**src/rtl/fpga9685_pkg.sv**
```systemverilog
// rtl/fpga9685_pkg.sv - shared constants, scan FSM encoding and out-of-range read rule
package fpga9685_pkg;

  localparam int REGISTERS = 16;
  localparam int DATA_W    = 8;

  typedef enum logic [1:0] {
    ST_IDLE = 2'd0,
    ST_SCAN = 2'd1,
    ST_DONE = 2'd2
  } scan_state_e;

  typedef enum logic {
    WIN_SCAN = 1'b0,
    WIN_HOST = 1'b1
  } winner_e;

  // Reads of ids beyond the bank return the id with its nibbles swapped.
  function automatic logic [7:0] oor_read_data(input logic [7:0] addr);
    return {addr[3:0], addr[7:4]};
  endfunction

endpackage

```
**src/rtl/reg_bank.sv**
```systemverilog
// rtl/reg_bank.sv - single-port register bank, sync write, registered read, sync clear
module reg_bank #(
  parameter int DEPTH = fpga9685_pkg::REGISTERS,
  parameter int WIDTH = fpga9685_pkg::DATA_W,
  parameter int AW    = $clog2(DEPTH)
) (
  input  logic             clk_i,
  input  logic             rst_i,
  input  logic             en_i,
  input  logic             we_i,
  input  logic [AW-1:0]    addr_i,
  input  logic [WIDTH-1:0] wdata_i,
  output logic [WIDTH-1:0] rdata_o
);

  logic [DEPTH-1:0][WIDTH-1:0] mem_q;
  logic [WIDTH-1:0]            rdata_q;

  always_ff @(posedge clk_i) begin
    if (rst_i) begin
      mem_q   <= '0;
      rdata_q <= '0;
    end else if (en_i) begin
      if (we_i) begin
        mem_q[addr_i] <= wdata_i;
      end else begin
        rdata_q <= mem_q[addr_i];
      end
    end
  end

  assign rdata_o = rdata_q;

endmodule

```
**src/rtl/reg_bank_arbiter.sv**
```systemverilog
// rtl/reg_bank_arbiter.sv - host/scan arbitration over reg_bank with periodic coherent shadow snapshot
module reg_bank_arbiter #(
  parameter int REGISTERS = fpga9685_pkg::REGISTERS,
  parameter int DATA_W    = fpga9685_pkg::DATA_W
) (
  input  logic                          clk_i,
  input  logic                          rst_i,
  input  logic                          i2c_req_i,
  input  logic                          i2c_we_i,
  input  logic [7:0]                    i2c_addr_i,
  input  logic [DATA_W-1:0]             i2c_wdata_i,
  output logic                          i2c_gnt_o,
  output logic                          i2c_rvalid_o,
  output logic [DATA_W-1:0]             i2c_rdata_o,
  input  logic                          period_tick_i,
  output logic [REGISTERS*DATA_W-1:0]   shadow_o,
  output logic                          shadow_valid_o,
  output logic                          busy_o,
  output logic                          overrun_o
);

  import fpga9685_pkg::*;

  localparam int BANK_AW = $clog2(REGISTERS);
  localparam int IDX_W   = BANK_AW + 1;
  localparam logic [BANK_AW-1:0] LAST_SLOT = BANK_AW'(REGISTERS - 1);

  scan_state_e state_q, state_d;
  logic [IDX_W-1:0] idx_q, idx_d;
  logic             pending_q, pending_d;
  winner_e          last_winner_q, last_winner_d;
  logic             drop;

  logic             rd_host_q, rd_host_oor_q;
  logic [DATA_W-1:0] oor_data_q, rdata_hold_q, host_rdata;
  logic             rd_scan_q;
  logic [BANK_AW-1:0] rd_slot_q;
  logic             overrun_q;

  logic [REGISTERS-1:0][DATA_W-1:0] staging_q, staging_d, shadow_q;

  logic scan_elig, host_elig, scan_req, contended, host_gnt, scan_gnt;
  logic host_in_range;
  logic bank_en, bank_we;
  logic [BANK_AW-1:0] bank_addr;
  logic [DATA_W-1:0]  bank_rdata;

  // FSM state register
  always_ff @(posedge clk_i) begin
    if (rst_i) begin
      state_q <= ST_IDLE;
    end else begin
      state_q <= state_d;
    end
  end

  // FSM next state; a tick seen in DONE is folded straight into the restart decision
  always_comb begin
    state_d   = state_q;
    idx_d     = idx_q;
    pending_d = pending_q;
    drop      = 1'b0;
    if (period_tick_i && state_q != ST_IDLE) begin
      if (pending_q) begin
        drop = 1'b1;
      end else begin
        pending_d = 1'b1;
      end
    end
    unique case (state_q)
      ST_IDLE: begin
        if (period_tick_i) begin
          state_d = ST_SCAN;
          idx_d   = '0;
        end
      end
      ST_SCAN: begin
        if (scan_gnt) begin
          idx_d = idx_q + 1'b1;
        end
        if (rd_scan_q && rd_slot_q == LAST_SLOT) begin
          state_d = ST_DONE;
        end
      end
      ST_DONE: begin
        if (pending_d) begin
          state_d   = ST_SCAN;
          idx_d     = '0;
          pending_d = 1'b0;
        end else begin
          state_d = ST_IDLE;
        end
      end
      default: state_d = ST_IDLE;
    endcase
  end

  // FSM outputs
  always_comb begin
    busy_o         = (state_q != ST_IDLE);
    shadow_valid_o = (state_q == ST_DONE);
    scan_elig      = (state_q == ST_SCAN) && (int'(idx_q) < REGISTERS);
  end

  // Grants are suppressed during reset so nothing is issued to the bank being cleared
  always_comb begin
    host_elig     = i2c_req_i && !rst_i;
    scan_req      = scan_elig && !rst_i;
    contended     = host_elig && scan_req;
    host_gnt      = host_elig && (!scan_req || last_winner_q == WIN_SCAN);
    scan_gnt      = scan_req && !host_gnt;
    last_winner_d = contended ? (host_gnt ? WIN_HOST : WIN_SCAN) : last_winner_q;
    host_in_range = int'(i2c_addr_i) < REGISTERS;
    bank_en       = scan_gnt || (host_gnt && host_in_range);
    bank_we       = host_gnt && i2c_we_i;
    bank_addr     = scan_gnt ? idx_q[BANK_AW-1:0] : i2c_addr_i[BANK_AW-1:0];
  end

  always_comb begin
    staging_d = staging_q;
    if (rd_scan_q) begin
      staging_d[rd_slot_q] = bank_rdata;
    end
  end

  always_ff @(posedge clk_i) begin
    if (rst_i) begin
      idx_q         <= '0;
      pending_q     <= 1'b0;
      last_winner_q <= WIN_SCAN;
      rd_host_q     <= 1'b0;
      rd_host_oor_q <= 1'b0;
      oor_data_q    <= '0;
      rdata_hold_q  <= '0;
      rd_scan_q     <= 1'b0;
      rd_slot_q     <= '0;
      overrun_q     <= 1'b0;
      staging_q     <= '0;
      shadow_q      <= '0;
    end else begin
      idx_q         <= idx_d;
      pending_q     <= pending_d;
      last_winner_q <= last_winner_d;
      rd_host_q     <= host_gnt && !i2c_we_i;
      rd_host_oor_q <= !host_in_range;
      oor_data_q    <= DATA_W'(oor_read_data(i2c_addr_i));
      rd_scan_q     <= scan_gnt;
      rd_slot_q     <= idx_q[BANK_AW-1:0];
      overrun_q     <= drop;
      staging_q     <= staging_d;
      if (rd_host_q) begin
        rdata_hold_q <= host_rdata;
      end
      // Shadow takes the completed staging (including the final slot) as DONE is entered
      if (state_q == ST_SCAN && state_d == ST_DONE) begin
        shadow_q <= staging_d;
      end
    end
  end

  assign host_rdata   = rd_host_oor_q ? oor_data_q : bank_rdata;
  assign i2c_gnt_o    = host_gnt;
  assign i2c_rvalid_o = rd_host_q;
  assign i2c_rdata_o  = rd_host_q ? host_rdata : rdata_hold_q;
  assign shadow_o     = shadow_q;
  assign overrun_o    = overrun_q;

  reg_bank #(
    .DEPTH (REGISTERS),
    .WIDTH (DATA_W),
    .AW    (BANK_AW)
  ) u_bank (
    .clk_i   (clk_i),
    .rst_i   (rst_i),
    .en_i    (bank_en),
    .we_i    (bank_we),
    .addr_i  (bank_addr),
    .wdata_i (i2c_wdata_i),
    .rdata_o (bank_rdata)
  );

endmodule
```
**config.mk**
```make
export PLATFORM = sky130hd
export DESIGN_NAME = reg_bank_arbiter
export DESIGN_NICKNAME = d
export VERILOG_FILES = /design/src/rtl/fpga9685_pkg.sv /design/src/rtl/reg_bank.sv /design/src/rtl/reg_bank_arbiter.sv
export SDC_FILE = /design/constraint.sdc
export NUM_CORES = 1
export LEC_CHECK = 0
export CORE_UTILIZATION = 48
export CTS_BUF_LIST = sky130_fd_sc_hd__clkbuf_4 sky130_fd_sc_hd__clkbuf_8
export DETAILED_ROUTE_END_ITERATION = 8
export PLACE_DENSITY = 0.66
export REMOVE_ABC_BUFFERS = 1
export SLEW_MARGIN = 30
export SYNTH_ARGS = -nofsm -noshare
export SYNTH_HDL_FRONTEND = slang
export SYNTH_HIERARCHICAL = 1
export SYNTH_SLANG_ARGS = --single-unit
```
**constraint.sdc**
```tcl
create_clock -name clk_i -period 3.4 [get_ports clk_i]
set_clock_uncertainty 0.05 [all_clocks]
set_input_delay 0.68 -clock clk_i [delete_from_list [all_inputs] [get_ports clk_i]]
set_output_delay 0.68 -clock clk_i [all_outputs]
set_load 0.01 [all_outputs]
```
* Word-level counts from Yosys, hierarchy flattened
Index checks and enable logic that the tools add are counted.
** Operators by class
- Add/sub/neg operators :: 1
- Order comparisons :: 6
- Eq/ne operators :: 7
- Multiplexer cells :: 23
- Bitwise gates (word level) :: 3
- Reductions and logical operators :: 29
** Operators with widths (count)
- bitwise mux 128 bit :: 2
- two-way mux 128 bit :: 1
- demux 8 bit (select 4 bit) :: 2
- two-way mux 8 bit :: 5
- binary-select mux 8 bit (select 4 bit) :: 1
- two-way mux 5 bit :: 3
- case mux 5 bit (3 select lines) :: 1
- logical AND 1 bit :: 14
- less-than comparator 4 x 5 -> 1 bit, second input constant :: 2
- >= comparator 4 x 1 -> 1 bit, second input constant :: 2
- less-than comparator 8 x 5 -> 1 bit, second input constant :: 1
- case mux 2 bit (3 select lines) :: 1
- adder 5 x 1 -> 5 bit, second input constant :: 1
- logical NOT 1 bit :: 5
- less-than comparator 5 bit, second input constant :: 1
- equality test 2 bit, second input constant :: 2
- equality test 4 bit, second input constant :: 1
- two-way mux 1 bit :: 4
- two-way mux 2 bit :: 2
- two-way mux 4 bit :: 1
- inequality test 2 bit, second input constant :: 2
- AND reduction 2 bit :: 2
- AND reduction 4 bit :: 1
- OR reduction 2 bit :: 2
- other kinds (7) :: 10
** Storage, ports and cells
- Bits in registers :: 425
- Bits of input ports :: 21
- Output and inout port bits :: 141
- Logic and storage cells :: 129

* Logic depth before layout (Yosys ltp)
Gate-level depths: netlist of run 1.
- Depth after elaboration :: 14
- Depth in mapped cells :: 13
- Depth with buffers taken out :: 9

* Hierarchy
The synthesis of run 1 kept the hierarchy.
** Modules (own cells, without submodules)
- reg_bank_arbiter :: times used 1, cells each 1079, area an instance 9823.2 µm², sequential area each 5625.4 µm²
- reg_bank :: times used 1, cells each 678, area an instance 6090.8 µm², sequential area each 2722.6 µm²

* Least setup slack after synthesis of run 1
OpenSTA, ideal clock, no wires.
- Path kind :: input port to flip-flop
- Start point :: in rst_i
- End point :: reg u_bank/mem_q[39] in the netlist's numbering
- Library setup time :: 128 ps
- Arrival :: 2773 ps
- Required time :: 3222 ps
- Slack :: 449 ps
- Stages on the path :: 13
- Buffers on the path :: 5
- Cells stage by stage :: buf_2 -> or4_1 -> buf_4 -> inv_4 -> nand2_1 -> nand2_1 -> buf_4 -> and4bb_2 -> buf_4 -> nand3b_1 -> buf_4 -> mux2i_1 -> nor2_1
** Between the ends
- Longest elaborated chain between the ends :: 13
- Elaborated cells between the ends (all ways) :: 19
- Those cells by class :: order compare: 2; mux: 4; reduce/logical: 13
** Ends and longest elaborated chain
- start, declared :: line reg_bank_arbiter.sv:7 : input logic rst_i,
- logical NOT 1 bit * :: line reg_bank_arbiter.sv:107, reg_bank_arbiter.sv:108
- logical AND 1 bit :: line reg_bank_arbiter.sv:108 : scan_req = scan_elig && !rst_i;
- logical NOT 1 bit :: line reg_bank_arbiter.sv:110 : host_gnt = host_elig && (!scan_req || last_winner_q == WIN_SCAN);
- logical OR 1 bit :: line reg_bank_arbiter.sv:110
- logical AND 1 bit :: line reg_bank_arbiter.sv:110
- logical NOT 1 bit :: line reg_bank_arbiter.sv:111 : scan_gnt = scan_req && !host_gnt;
- logical AND 1 bit * :: line reg_bank_arbiter.sv:111
- two-way mux 4 bit * :: line reg_bank_arbiter.sv:116 : bank_addr = scan_gnt ? idx_q[BANK_AW-1:0] : i2c_addr_i[BANK_AW-1:0];
- net bank_addr[0] :: line reg_bank_arbiter.sv:45 : logic [BANK_AW-1:0] bank_addr;
- less-than comparator 4 x 5 -> 1 bit (implied by the code) / >= comparator 4 x 1 -> 1 bit (equally long branches) :: line reg_bank.sv:25 : mem_q[addr_i] <= wdata_i;
- logical AND 1 bit (implied by the code) :: line reg_bank.sv:25
- two-way mux 8 bit (implied by the code) :: line reg_bank.sv:25
- demux 8 bit (select 4 bit) *
- bitwise mux 128 bit * :: line reg_bank.sv:25
- end signal, assigned by index :: line reg_bank.sv:25
- end, declared :: line reg_bank.sv:16 : logic [DEPTH-1:0][WIDTH-1:0] mem_q;
The timed path passes the listed nets; every way through them passes the cells marked *.
A chain may end at the register's enable or synchronous reset.

* Final worst setup path of run 1
- Start point :: in i2c_req_i
- End point :: reg u_bank.rdata_q[2], in the netlist u_bank/rdata_o[2]
** Between the ends
- Longest elaborated chain between the ends :: 7
- Elaborated cells between the ends (all ways) :: 12
- Those cells by class :: mux: 3; bitwise: 1; reduce/logical: 8
** Ends and longest elaborated chain
- start, declared :: line reg_bank_arbiter.sv:8 : input logic i2c_req_i,
- logical AND 1 bit :: line reg_bank_arbiter.sv:107 : host_elig = i2c_req_i && !rst_i;
- logical AND 1 bit :: line reg_bank_arbiter.sv:110
- logical NOT 1 bit :: line reg_bank_arbiter.sv:111
- logical AND 1 bit :: line reg_bank_arbiter.sv:111
- two-way mux 4 bit :: line reg_bank_arbiter.sv:116
- net bank_addr[0] :: line reg_bank_arbiter.sv:45
- binary-select mux 8 bit (select 4 bit) :: line reg_bank.sv:27 : rdata_q <= mem_q[addr_i];
- two-way mux 8 bit (implied by the code) :: line reg_bank.sv:27
- end signal, assigned :: line reg_bank.sv:27
- end, declared :: line reg_bank.sv:17 : logic [WIDTH-1:0] rdata_q;
The timed path passes the listed nets, and every way through them passes these cells. The select of a mux whose other input is x is not followed.

==> metrics.yaml, run 1 <==
crit_path_end_kind: "register"
ir_drop_uv: 264
finalCritPeriodShare_pct: 93.7
slew_headroom_pct: 32.6
grt_pass1_vias: 12500
start_util_pct: 48.8
maxCapViolations: 0
num_antenna_cells: 0
clkTransAtPathRegs_ns: 0.06
dieArea_um2: 33900
synth_commonest_cells: "417 x dfxtp_1, 279 x nor2_1, 203 x nand2_1"
slew_violations: 0
ys_seq_area_share_pct: 52.5
p_int_w: 0.00762
synth_ff_type: "dfxtp_1"
route.detailed.drc: 0
insertion_delay_ns: 0.59
yosysTopAreaCell: "dfxtp_1"
async_flop_share_pct: 0
grt_max_degree: 230
switching_share_pct: 23.1
p_comb_share_pct: 4.5
final_hold_viol_count: 0
viasPerCell: 5.50
gr-total-overflow: 0
clock_sinks: 417
netlist_instances: 1757
yosysUniqueCellTypes: 52
syn2layout_area_growth_pct: 23.5
crit_family: "simple AND/OR/NAND/NOR gates"
dp_slack_ns: -0.349
p_leak_nw: 7.02
wire_per_inst_um: 17.6
yosys_warnings: 6
critPathRequiredTime_ns: 3.77
yosysMostFrequentCell: "dfxtp_1"
cpMaxStageDelayCell: "or4_1"
fin_nets: 1948
cts_made_buffers: 69
p_switching_w: 0.00229
synth_edf_count: 0
crit_arrival_ns: 3.55
clockBufferDepth: 3
path_cells: "clkdlybuf4s50_1 > nor2b_1 > or4_1 > inv_4 > nand2_1 > nand2_2 > buf_12 > buf_12 > mux2i_1 > o22ai_1 > nor3_1 > a211oi_2"
synth-seq-cells: 417
yosysTopAreaCellShare_pct: 52.5
die_w_um: 184
cts_tree: "yes"
port_buffers: 161
fin_crit_ns: 3.19
track_usage_pct: 25.2
p_total_w: 0.00992
avgSynthCellArea_um2: 9.06
routed_wl_mm: 42.6
dr.pass1.iters: 5
critPathMaxStageDelay_ns: 0.55
grt_pass1_wl_mm: 67.5
rsz0062_at_grt: "no"
path_buf_inv: 4
crit_type: "input pin to register"
antenna_found_initial: 0
post_cts_buffers: 0
ctsHoldBuffers: 0
power.density_nw_per_um2: 505
synth.cell_area_um2: 15900
worst_slew_pin_slew_ns: 1.01
die_y_um: 184
ctsResizeCount: 0
detail-route-antenna-nets: 0
hold_path_class: "register to register"
cts_root_buf: "clkbuf_8"
rows: 66
h-tree-depth: 3
drive_above_1_share_pct: 11.9
finalSetupViolCount: 0
status: "finished clean"
holdWs_ns: 0.400
path_max_fanout: 20
final_area_um2: 19700
core_um2: 32600
io_pins: 162
drt_iter0_drc: 1068
clockPowerShare_pct: 45.7
p_seq_share_pct: 49.7
routabilityCongestion: 0.856
via_count: 13300
start_kind: "input pin"
dpl.hpwl_mm: 27.8
fmax_ghz: 0.314
path_common_cell: "buf_12"
setup_ws_ns: 0.214
placed_cell_area_um2: 18200
synthTopCellsByArea: "dfxtp_1 52%, nor2_1 6.6%, mux2i_1 6.2%"
per-stage QoR:
stage / setup TNS (ns) / util [%] / cells
floorplan: -330.02 / - / 1612
global placement: -1.04 / 55.7 / 2296
global route: 0 / 60.3 / 2421
finish: 0 / 60.3 / 2421
detailed placement: -3.86 / 55.7 / 2296
CTS: 0 / 60.2 / 2420
tightest hold or removal path, cell delays in order, from the launching register on:
cell	delay [ns]
dfxtp_1	0.31
nand3_1	0.06
a21oi_1	0.05
logic make-up after synthesis:
kind of cell,Yosys count,share of synthesized area [%]
xor gates and xnor gates,1,0.0550
AOI/OAI and AO/OA,450,17.8
buffers and inverters,148,4.43
and+or+nand+nor,631,17.5
DFF,417,52.5
muxes,109,7.72
adders and majority gates,1,0.0786
final cells by class:
class / instances / area [µm²]
clock buffer: 107 / 1310
clock inverter: 17 / 141
fill: 2885 / 13000
tap: 442 / 553
inverter: 3 / 13.8
timing repair buffer: 243 / 2410
multi-input combinational: 1192 / 6870
sequential: 417 / 8350
path summary, 6_finish.rpt:
check        slack (ns)  cells past startpoint          start                 to
max                0.21                     12      i2c_req_i  u_bank/rdata_o[2]
min                0.40                      2  staging_q[91]       shadow_o[91]
max reg2reg        0.26                     11     state_q[0]  u_bank/rdata_o[2]
min reg2reg        0.40                      2  staging_q[91]       shadow_o[91]
sequential cells by signal, summed over array words and instances, names as in the netlist, 2 cells and up:
register	count
rd_slot_q	4
u_bank/mem_q	128
idx_q	5
u_bank/rdata_o	8
shadow_o	128
staging_q	120
state_q	2
oor_data_q	8
rdata_hold_q	8
power by group through the flow:
stage | logic (W) | registers [W] | clock network [W]
final | 0.000451 | 0.00493 | 0.00453
after global routing | 0.000478 | 0.00493 | 0.00485
after CTS | 0.000442 | 0.00493 | 0.00462
after detailed placement | 0.000440 | 0.00504 | 0
after global placement | 0.000438 | 0.00504 | 0
after floorplan | 0.000163 | 0.00503 | 0
layout by cell type, fill, tap and decap left out, types with 4 or more instances in the layout:
cell type	netlist	layout
nor2_1	279	279
nand2b_1	10	10
o21ai_1	18	18
and2_1	17	16
nand2_1	203	201
clkbuf_8	0	81
clkbuf_4	0	26
a221oi_1	5	5
a211oi_1	97	97
clkdlybuf4s50_1	0	160
o22ai_1	13	13
buf_4	12	68
nand3_1	37	37
mux4_2	11	11
nor2b_1	32	32
a21oi_1	148	148
a211oi_2	4	4
nand3b_1	7	7
nor3_1	15	14
clkinv_2	0	9
o21ai_0	62	62
buf_12	1	13
clkinvlp_4	0	4
a22oi_1	96	96
mux2i_1	98	98
nor4_1	6	6
dfxtp_1	417	417
routing by layer:
layer / share of wire [%] / vias up / global-route usage (%)
met5: 0 / - / 0
met4: 1.9 / 0 / 8.63
met3: 4.8 / 58 / 3.33
met2: 48 / 384 / 41.3
met1: 46 / 6350 / 34.0
li1: - / 6517 / -
No activity file was read; power rests on OpenSTA's default activity.
==> inputs of run 2 (changes only) <==
--- a/config.mk
+++ b/config.mk
@@ -5,11 +5,14 @@
 export SDC_FILE = /design/constraint.sdc
 export NUM_CORES = 1
 export LEC_CHECK = 0
+export ABC_AREA = 1
+export CORE_MARGIN = 8
 export CORE_UTILIZATION = 48
 export CTS_BUF_LIST = sky130_fd_sc_hd__clkbuf_4 sky130_fd_sc_hd__clkbuf_8
 export DETAILED_ROUTE_END_ITERATION = 8
 export PLACE_DENSITY = 0.66
 export REMOVE_ABC_BUFFERS = 1
+export SKIP_CTS_REPAIR_TIMING = 1
 export SLEW_MARGIN = 30
 export SYNTH_ARGS = -nofsm -noshare
 export SYNTH_HDL_FRONTEND = slang
==> run 2 against run 1 <==
  * Cell count grew 28%
  * Fmax down 1.9%
  * Largest cell class unchanged
  * Register-to-register slack better by 0.33 ns
  * Core utilization fell by 2.4 points
  * Via count up 17%
  * Combinational power hardly changed
  * Hold slack improved by 0.0030 ns
  * Clock-buffer cell count is 6 higher
  * Clock power increased by 2%
  * First-iteration DRC count up 16%
  * Critical path type is now register to output port
  * Final area increased by 4.2%
  * Worst setup slack lost 0.061 ns
==> metrics.yaml, run 2 <==
cpMaxStageDelayCell: "dfxtp_1"  # was or4_1
synth_ff_type: "dfxtp_1"  # unchanged
synth_edf_count: 0  # unchanged
via_count: 15600  # was 13,300
synth_commonest_cells: "779 x nand2_1, 425 x dfxtp_1, 313 x nor2_1"  # was 417 x dfxtp_1, 279 x nor2_1, 203 x nand2_1
worstReg2RegStart: "state_q[0]"  # unchanged
viasPerCell: 5.06  # was 5.50
path_common_cell: "o21ai_0"  # was buf_12
crit_arrival_ns: 2.52  # was 3.55 ns
dieArea_um2: 42100  # was 33,900 µm²
yosys_warnings: 6  # unchanged
cts_made_buffers: 73  # was 69
cts_root_buf: "clkbuf_8"  # unchanged
p_leak_nw: 7.86  # was 7.02 nW
critPathRequiredTime_ns: 2.67  # was 3.77 ns
synthTopCellsByArea: "dfxtp_1 50%, nand2_1 17%, nor2_1 6.8%"  # was dfxtp_1 52%, nor2_1 6.6%, mux2i_1 6.2%
fin_crit_ns: 3.25  # was 3.19 ns
ir_drop_uv: 355  # was 264 µV
drt_iter0_drc: 1236  # was 1,068
port_buffers: 161  # unchanged
final_cells: 3090  # was 2,421
gr-total-overflow: 0  # unchanged
path_cells: "inv_1 > o21ai_0 > nand2_1 > o21ai_0 > clkdlybuf4s50_1"  # was clkdlybuf4s50_1 > nor2b_1 > or4_1 > inv_4 > nand2_1 > nand2_2 > buf_12 > buf_12 > mux2i_1 > o22ai_1 > nor3_1 > a211oi_2
holdPathStages: 2  # unchanged
detail-route-antenna-nets: 0  # unchanged
yosysUniqueCellTypes: 27  # was 52
async_flop_share_pct: 0  # unchanged
status: "finished clean"  # unchanged
crit_path_end_kind: "output port"  # was register
wl_met1_mm: 21.6  # was 19.4 mm
syn2layout_area_growth_pct: 19.2  # was 23.5%
route.detailed.drc: 0  # unchanged
slew_headroom_pct: 33.5  # was 32.6%
r2r_end: "u_bank/mem_q[4]"  # was u_bank/rdata_o[2]
rows: 69  # was 66
routed_wl_mm: 47.2  # was 42.6 mm
synth.cell_area_um2: 17200  # was 15,900 µm²
h-tree-depth: 3  # unchanged
dr.pass1.iters: 8  # was 5
dr_wl_met3_mm: 3.29  # was 2.05 mm
power.density_nw_per_um2: 493  # was 505 nW/µm²
start_kind: "register"  # was input pin
synth_simple_gate_area_share_pct: 28.0  # was 17.5%
clock_sinks: 425  # was 417
hold_path_class: "register to register"  # unchanged
core_um2: 35400  # was 32,600 µm²
p_total_w: 0.0101  # was 0.00992 W
io_pins: 162  # unchanged
insertion_delay_ns: 0.60  # was 0.59 ns
final_cell_mix: "779 x nand2_1, 425 x dfxtp_1, 313 x nor2_1"  # was 417 x dfxtp_1, 279 x nor2_1, 201 x nand2_1
yosysTopAreaCell: "dfxtp_1"  # unchanged
fin_nets: 2607  # was 1,948
worst_slew_pin_slew_ns: 0.994  # was 1.01 ns
reg2regPathDepth: 12  # was 11
highest_layer: "met4"  # unchanged
yosysTopAreaCellShare_pct: 49.5  # was 52.5%
drive_above_1_share_pct: 8.44  # was 11.9%
routabilityCongestion: 0.855  # was 0.856
ys_seq_area_share_pct: 49.5  # was 52.5%
synth_xor_area_share_pct: 0  # was 0.0550%
final_common_cell: "nand2_1"  # was dfxtp_1
die_y_um: 205  # was 184 µm
antenna_found_initial: 0  # unchanged
die_w_um: 205  # was 184 µm
fmax_ghz: 0.308  # was 0.314 GHz
grt_pass1_vias: 14500  # was 12,500
avgSynthCellArea_um2: 6.99  # was 9.06 µm²
min_to: "u_bank/mem_q[83]"  # was shadow_o[91]
final_hold_viol_count: 0  # unchanged
placed_cell_area_um2: 19000  # was 18,200 µm²
synth-seq-cells: 425  # was 417
netlist_instances: 2459  # was 1,757
num_antenna_cells: 0  # unchanged
final_area_um2: 20500  # was 19,700 µm²
synthAdderAreaFrac_pct: 0.0728  # was 0.0786%
synth_top_family_by_area: "simple AND/OR/NAND/NOR gates"  # was compound AO/OA/AOI/OAI gates
dr_wl_met2_mm: 21.6  # was 20.3 mm
cp-startpoint: "u_bank/rdata_o[0]"  # was i2c_req_i
track_usage_pct: 21.9  # was 25.2%
grt_pass1_wl_mm: 75.3  # was 67.5 mm
synth_mux_area_share_pct: 0  # was 7.72%
dpl.hpwl_mm: 30.4  # was 27.8 mm
path_max_fanout: 7  # was 20
synth_compound_area_share_pct: 13.7  # was 17.8%
wire_per_inst_um: 15.3  # was 17.6 µm
finalSetupViolCount: 0  # unchanged
rsz0062_at_grt: "no"  # unchanged
cts_tree: "yes"  # unchanged
clockBufferDepth: 3  # unchanged
maxCapViolations: 0  # unchanged
reg2reg_slack_ns: 0.59  # was 0.26 ns
finalCritPeriodShare_pct: 95.5  # was 93.7%
critPathMaxStageDelay_ns: 0.71  # was 0.55 ns
start_util_pct: 48.5  # was 48.8%
finalSetupTns_ns: 0  # unchanged
dp.cells: 2970  # was 2,296
clkTransAtPathRegs_ns: 0.06  # about the same
yosysMostFrequentCell: "nand2_1"  # was dfxtp_1
crit_type: "register to output port"  # was input pin to register
hold_start: "u_bank/mem_q[83]"  # was staging_q[91]
slew_violations: 0  # unchanged
grt_max_degree: 240  # was 230
-- run 2: cell types whose count changed after synthesis, moves of 77 or more --
cell / change
o21ai_0: +128
a211oi_1: -96
nand2_1: +576
a21oi_1: +77
mux2i_1: -98
inv_1: +196
a22oi_1: -96
-- run 2: where the power goes --
| part | internal [W] | switching (W) | total [W] |
|---|---|---|---|
| combinational | 0.000115 | 0.000337 | 0.000452 |
| sequential | 0.00501 | 0.0000315 | 0.00504 |
| clock | 0.00262 | 0.00197 | 0.00460 |
| total | 0.00775 | 0.00234 | 0.0101 |
-- run 2: area by class of cell --
cell class,instances,area (µm²)
Fill cell,3424,14900
Inverter,210,795
Sequential cell,425,8510
Timing Repair Buffer,196,1950
Clock buffer,113,1420
Tap cell,461,577
Clock inverter,6,37.5
Multi-Input combinational cell,1679,7190
-- run 2: kinds of logic after synthesis --
kind of cell | Yosys count
compound gates | 470
buf+inv | 355
flops | 425
fa+ha+maj | 1
simple gates | 1208
-- run 2: worst max-delay path, delay by kind of cell, from the launching register on --
family	cells	cell delay, ns
DFF	1	0.71
buffers and inverters	2	0.78
and+or+nand+nor	1	0.07
AOI/OAI and AO/OA	2	0.37
-- run 2: through the flow --
step | hold WS (ns) | worst slack, ns | util [%]
after floorplan | 0.376 | -3.48 | -
after global placement | 0.391 | 0.190 | 53.7
after detailed placement | 0.398 | 0.184 | 53.7
after CTS | 0.406 | 0.137 | 57.8
after global routing | 0.425 | 0.0184 | 57.8
final | 0.403 | 0.153 | 57.8
-- run 2: routing by layer --
layer,up-vias,track usage [%]
met5,-,0
met4,0,6.74
met3,70,4.08
met2,446,35.3
met1,7199,29.6
li1,7907,-
-- run 2: worst max-delay path by stage --
stage,to,slack [ns],cells after the start
after global placement,u_bank/mem_q[4],0.19,11
after floorplan,u_bank/mem_q[0],-3.48,11
final,i2c_rdata_o[0],0.15,5
after detailed placement,u_bank/mem_q[0],0.18,11
after CTS,i2c_rdata_o[0],0.14,5
after global routing,i2c_gnt_o,0.02,6
==> inputs of run 3 (changes only) <==
--- a/config.mk
+++ b/config.mk
@@ -10,7 +10,8 @@
 export CORE_UTILIZATION = 48
 export CTS_BUF_LIST = sky130_fd_sc_hd__clkbuf_4 sky130_fd_sc_hd__clkbuf_8
 export DETAILED_ROUTE_END_ITERATION = 8
-export PLACE_DENSITY = 0.66
+export DONT_BUFFER_PORTS = 1
+export PLACE_DENSITY = 0.6
 export REMOVE_ABC_BUFFERS = 1
 export SKIP_CTS_REPAIR_TIMING = 1
 export SLEW_MARGIN = 30
==> run 3 against run 2 <==
  * Die area unchanged
  * First-iteration DRC count decreased by 18%
  * Via count shrank 6.5%
  * Hold slack lost 0.32 ns
  * Routed wire length down 3.5%
  * Final area down 8.6%
  * Critical path depth rose by 7
==> metrics.yaml, run 3 (synthesis gave the netlist of run 2 again) <==
status: "finished clean"  # unchanged
grt_pass1_vias: 13700  # was 14,500
rsz0062_at_grt: "no"  # unchanged
cpMaxStageDelayCell: "nand2_1"  # was dfxtp_1
dr.pass1.iters: 5  # was 8
start_kind: "input pin"  # was register
slew_violations: 0  # unchanged
routed_wl_mm: 45.6  # was 47.2 mm
fin_nets: 2433  # was 2,607
insertion_delay_ns: 0.62  # was 0.60 ns
rows: 69  # unchanged
highest_layer: "met4"  # unchanged
track_usage_pct: 21.4  # was 21.9%
path_buf_inv: 4  # was 2
final_area_um2: 18700  # was 20,500 µm²
p_seq_share_pct: 50.6  # was 49.9%
dieArea_um2: 42100  # unchanged
slew_headroom_pct: 37.3  # was 33.5%
cts_root_buf: "clkbuf_8"  # unchanged
wire_per_inst_um: 15.6  # was 15.3 µm
grt_pass1_wl_mm: 73.1  # was 75.3 mm
clockBufferDepth: 3  # unchanged
critPathRequiredTime_ns: 3.81  # was 2.67 ns
dr_wl_met2_mm: 20.3  # was 21.6 mm
p_switching_w: 0.00227  # was 0.00234 W
path_cells: "inv_1 > buf_4 > nand2_1 > o21ai_0 > buf_4 > o21ai_4 > inv_4 > nand2_4 > nor2_8 > nand2_1 > o21ai_0 > a21oi_1"  # was inv_1 > o21ai_0 > nand2_1 > o21ai_0 > clkdlybuf4s50_1
crit_arrival_ns: 3.56  # was 2.52 ns
worst_slew_pin_slew_ns: 0.941  # was 0.994 ns
dr_wl_met3_mm: 3.09  # was 3.29 mm
detail-route-antenna-nets: 0  # unchanged
crit_path_end_kind: "register"  # was output port
path_max_fanout: 300  # was 7
core_um2: 35400  # unchanged
setup_ws_ns: 0.249  # was 0.153 ns
wl_met1_mm: 21.3  # was 21.6 mm
cts_made_buffers: 72  # was 73
num_antenna_cells: 0  # unchanged
antenna_found_initial: 0  # unchanged
drt_iter0_drc: 1012  # was 1,236
power.density_nw_per_um2: 532  # was 493 nW/µm²
route.detailed.drc: 0  # unchanged
gr-total-overflow: 0  # unchanged
die_w_um: 205  # unchanged
dp.cells: 2798  # was 2,970
holdWs_ns: 0.0784  # was 0.403 ns
placed_cell_area_um2: 17300  # was 19,000 µm²
start_util_pct: 48.5  # unchanged
final_common_cell: "nand2_1"  # unchanged
die_y_um: 205  # unchanged
dp_slack_ns: 0.253  # was 0.184 ns
hold_path_class: "input pin to register"  # was register to register
crit_family: "buffers and inverters"  # unchanged
dpl.hpwl_mm: 28.7  # was 30.4 mm
clkTransAtPathRegs_ns: 0.06  # about the same
clock_sinks: 425  # unchanged
final_cells: 2915  # was 3,090
finalSetupViolCount: 0  # unchanged
p_int_w: 0.00768  # was 0.00775 W
syn2layout_area_growth_pct: 8.97  # was 19.2%
p_comb_share_pct: 3.0  # was 4.5%
grt_max_degree: 301  # was 240
critPathMaxStageDelay_ns: 0.32  # was 0.71 ns
clockPowerShare_pct: 46.3  # was 45.6%
io_pins: 162  # unchanged
crit_type: "input pin to register"  # was register to output port
switching_share_pct: 22.8  # was 23.2%
via_count: 14600  # was 15,600
port_buffers: 0  # was 161
routabilityCongestion: 0.834  # was 0.855
viasPerCell: 5.01  # was 5.06
final_cell_mix: "779 x nand2_1, 425 x dfxtp_1, 313 x nor2_1"  # unchanged
fmax_ghz: 0.317  # was 0.308 GHz
final_hold_viol_count: 0  # unchanged
finalSetupTns_ns: 0  # unchanged
fin_crit_ns: 3.15  # was 3.25 ns
fillerInstances: 3583  # was 3,424
ir_drop_uv: 438  # was 355 µV
finalCritPeriodShare_pct: 92.7  # was 95.5%
p_leak_nw: 7.23  # was 7.86 nW
cts_tree: "yes"  # unchanged
drive_above_1_share_pct: 8.44  # about the same
maxCapViolations: 0  # unchanged
h-tree-depth: 3  # unchanged
## run 3: cell count changes in the layout (fill, tap and decap cells not counted), moves of 2 or more
cell and delta:
clkinv_2 +2, clkbuf_8 -3, buf_4 -10, clkinvlp_4 -2, clkbuf_4 -4, inv_6 +3, clkdlybuf4s50_1 -160, buf_12 -2
## run 3: layout make-up
cell class / instances / area [µm²] / share of cell area (%)
clock buffer: 106 / 1350 / 7.19
timing repair buffer: 23 / 201 / 1.08
clock inverter: 11 / 100 / 0.535
inverter: 210 / 795 / 4.24
tap: 461 / 577 / 3.08
sequential: 425 / 8510 / 45.5
multi-input combinational: 1679 / 7190 / 38.4
## run 3: power groups by stage
stage	registers, W	logic, W	clock network (W)
after CTS	0.00504	0.000303	0.00474
after global placement	0.00514	0.000300	0
after floorplan	0.00513	0.000188	0
after detailed placement	0.00514	0.000303	0
final	0.00504	0.000303	0.00461
after global routing	0.00504	0.000337	0.00499
## run 3: final timing paths
path                                        start           endpoint  slack, ns  cells past startpoint
worst max-delay path                        rst_i  u_bank/mem_q[118]       0.25                     12
worst max register to register         state_q[0]  u_bank/mem_q[118]       0.56                     12
worst min register to register  u_bank/mem_q[118]  u_bank/mem_q[118]       0.40                      2
worst min-delay path                     i2c_we_i       i2c_rvalid_o       0.08                      1
## run 3: metal layers
metal  GRT usage [%]  up-vias
li1                -     7568
met1            29.3     6617
met2            32.9      347
met3            4.94       68
met4            7.20        0
met5               0        -
## run 3: through the flow
stage	utilization [%]	power [W]
3_3_place_gp	48.8	0.00544
2_1_floorplan	-	0.00532
5_1_grt	52.9	0.0104
4_1_cts	52.9	0.0101
3_5_place_dp	48.8	0.00545
6_report	52.9	0.00995
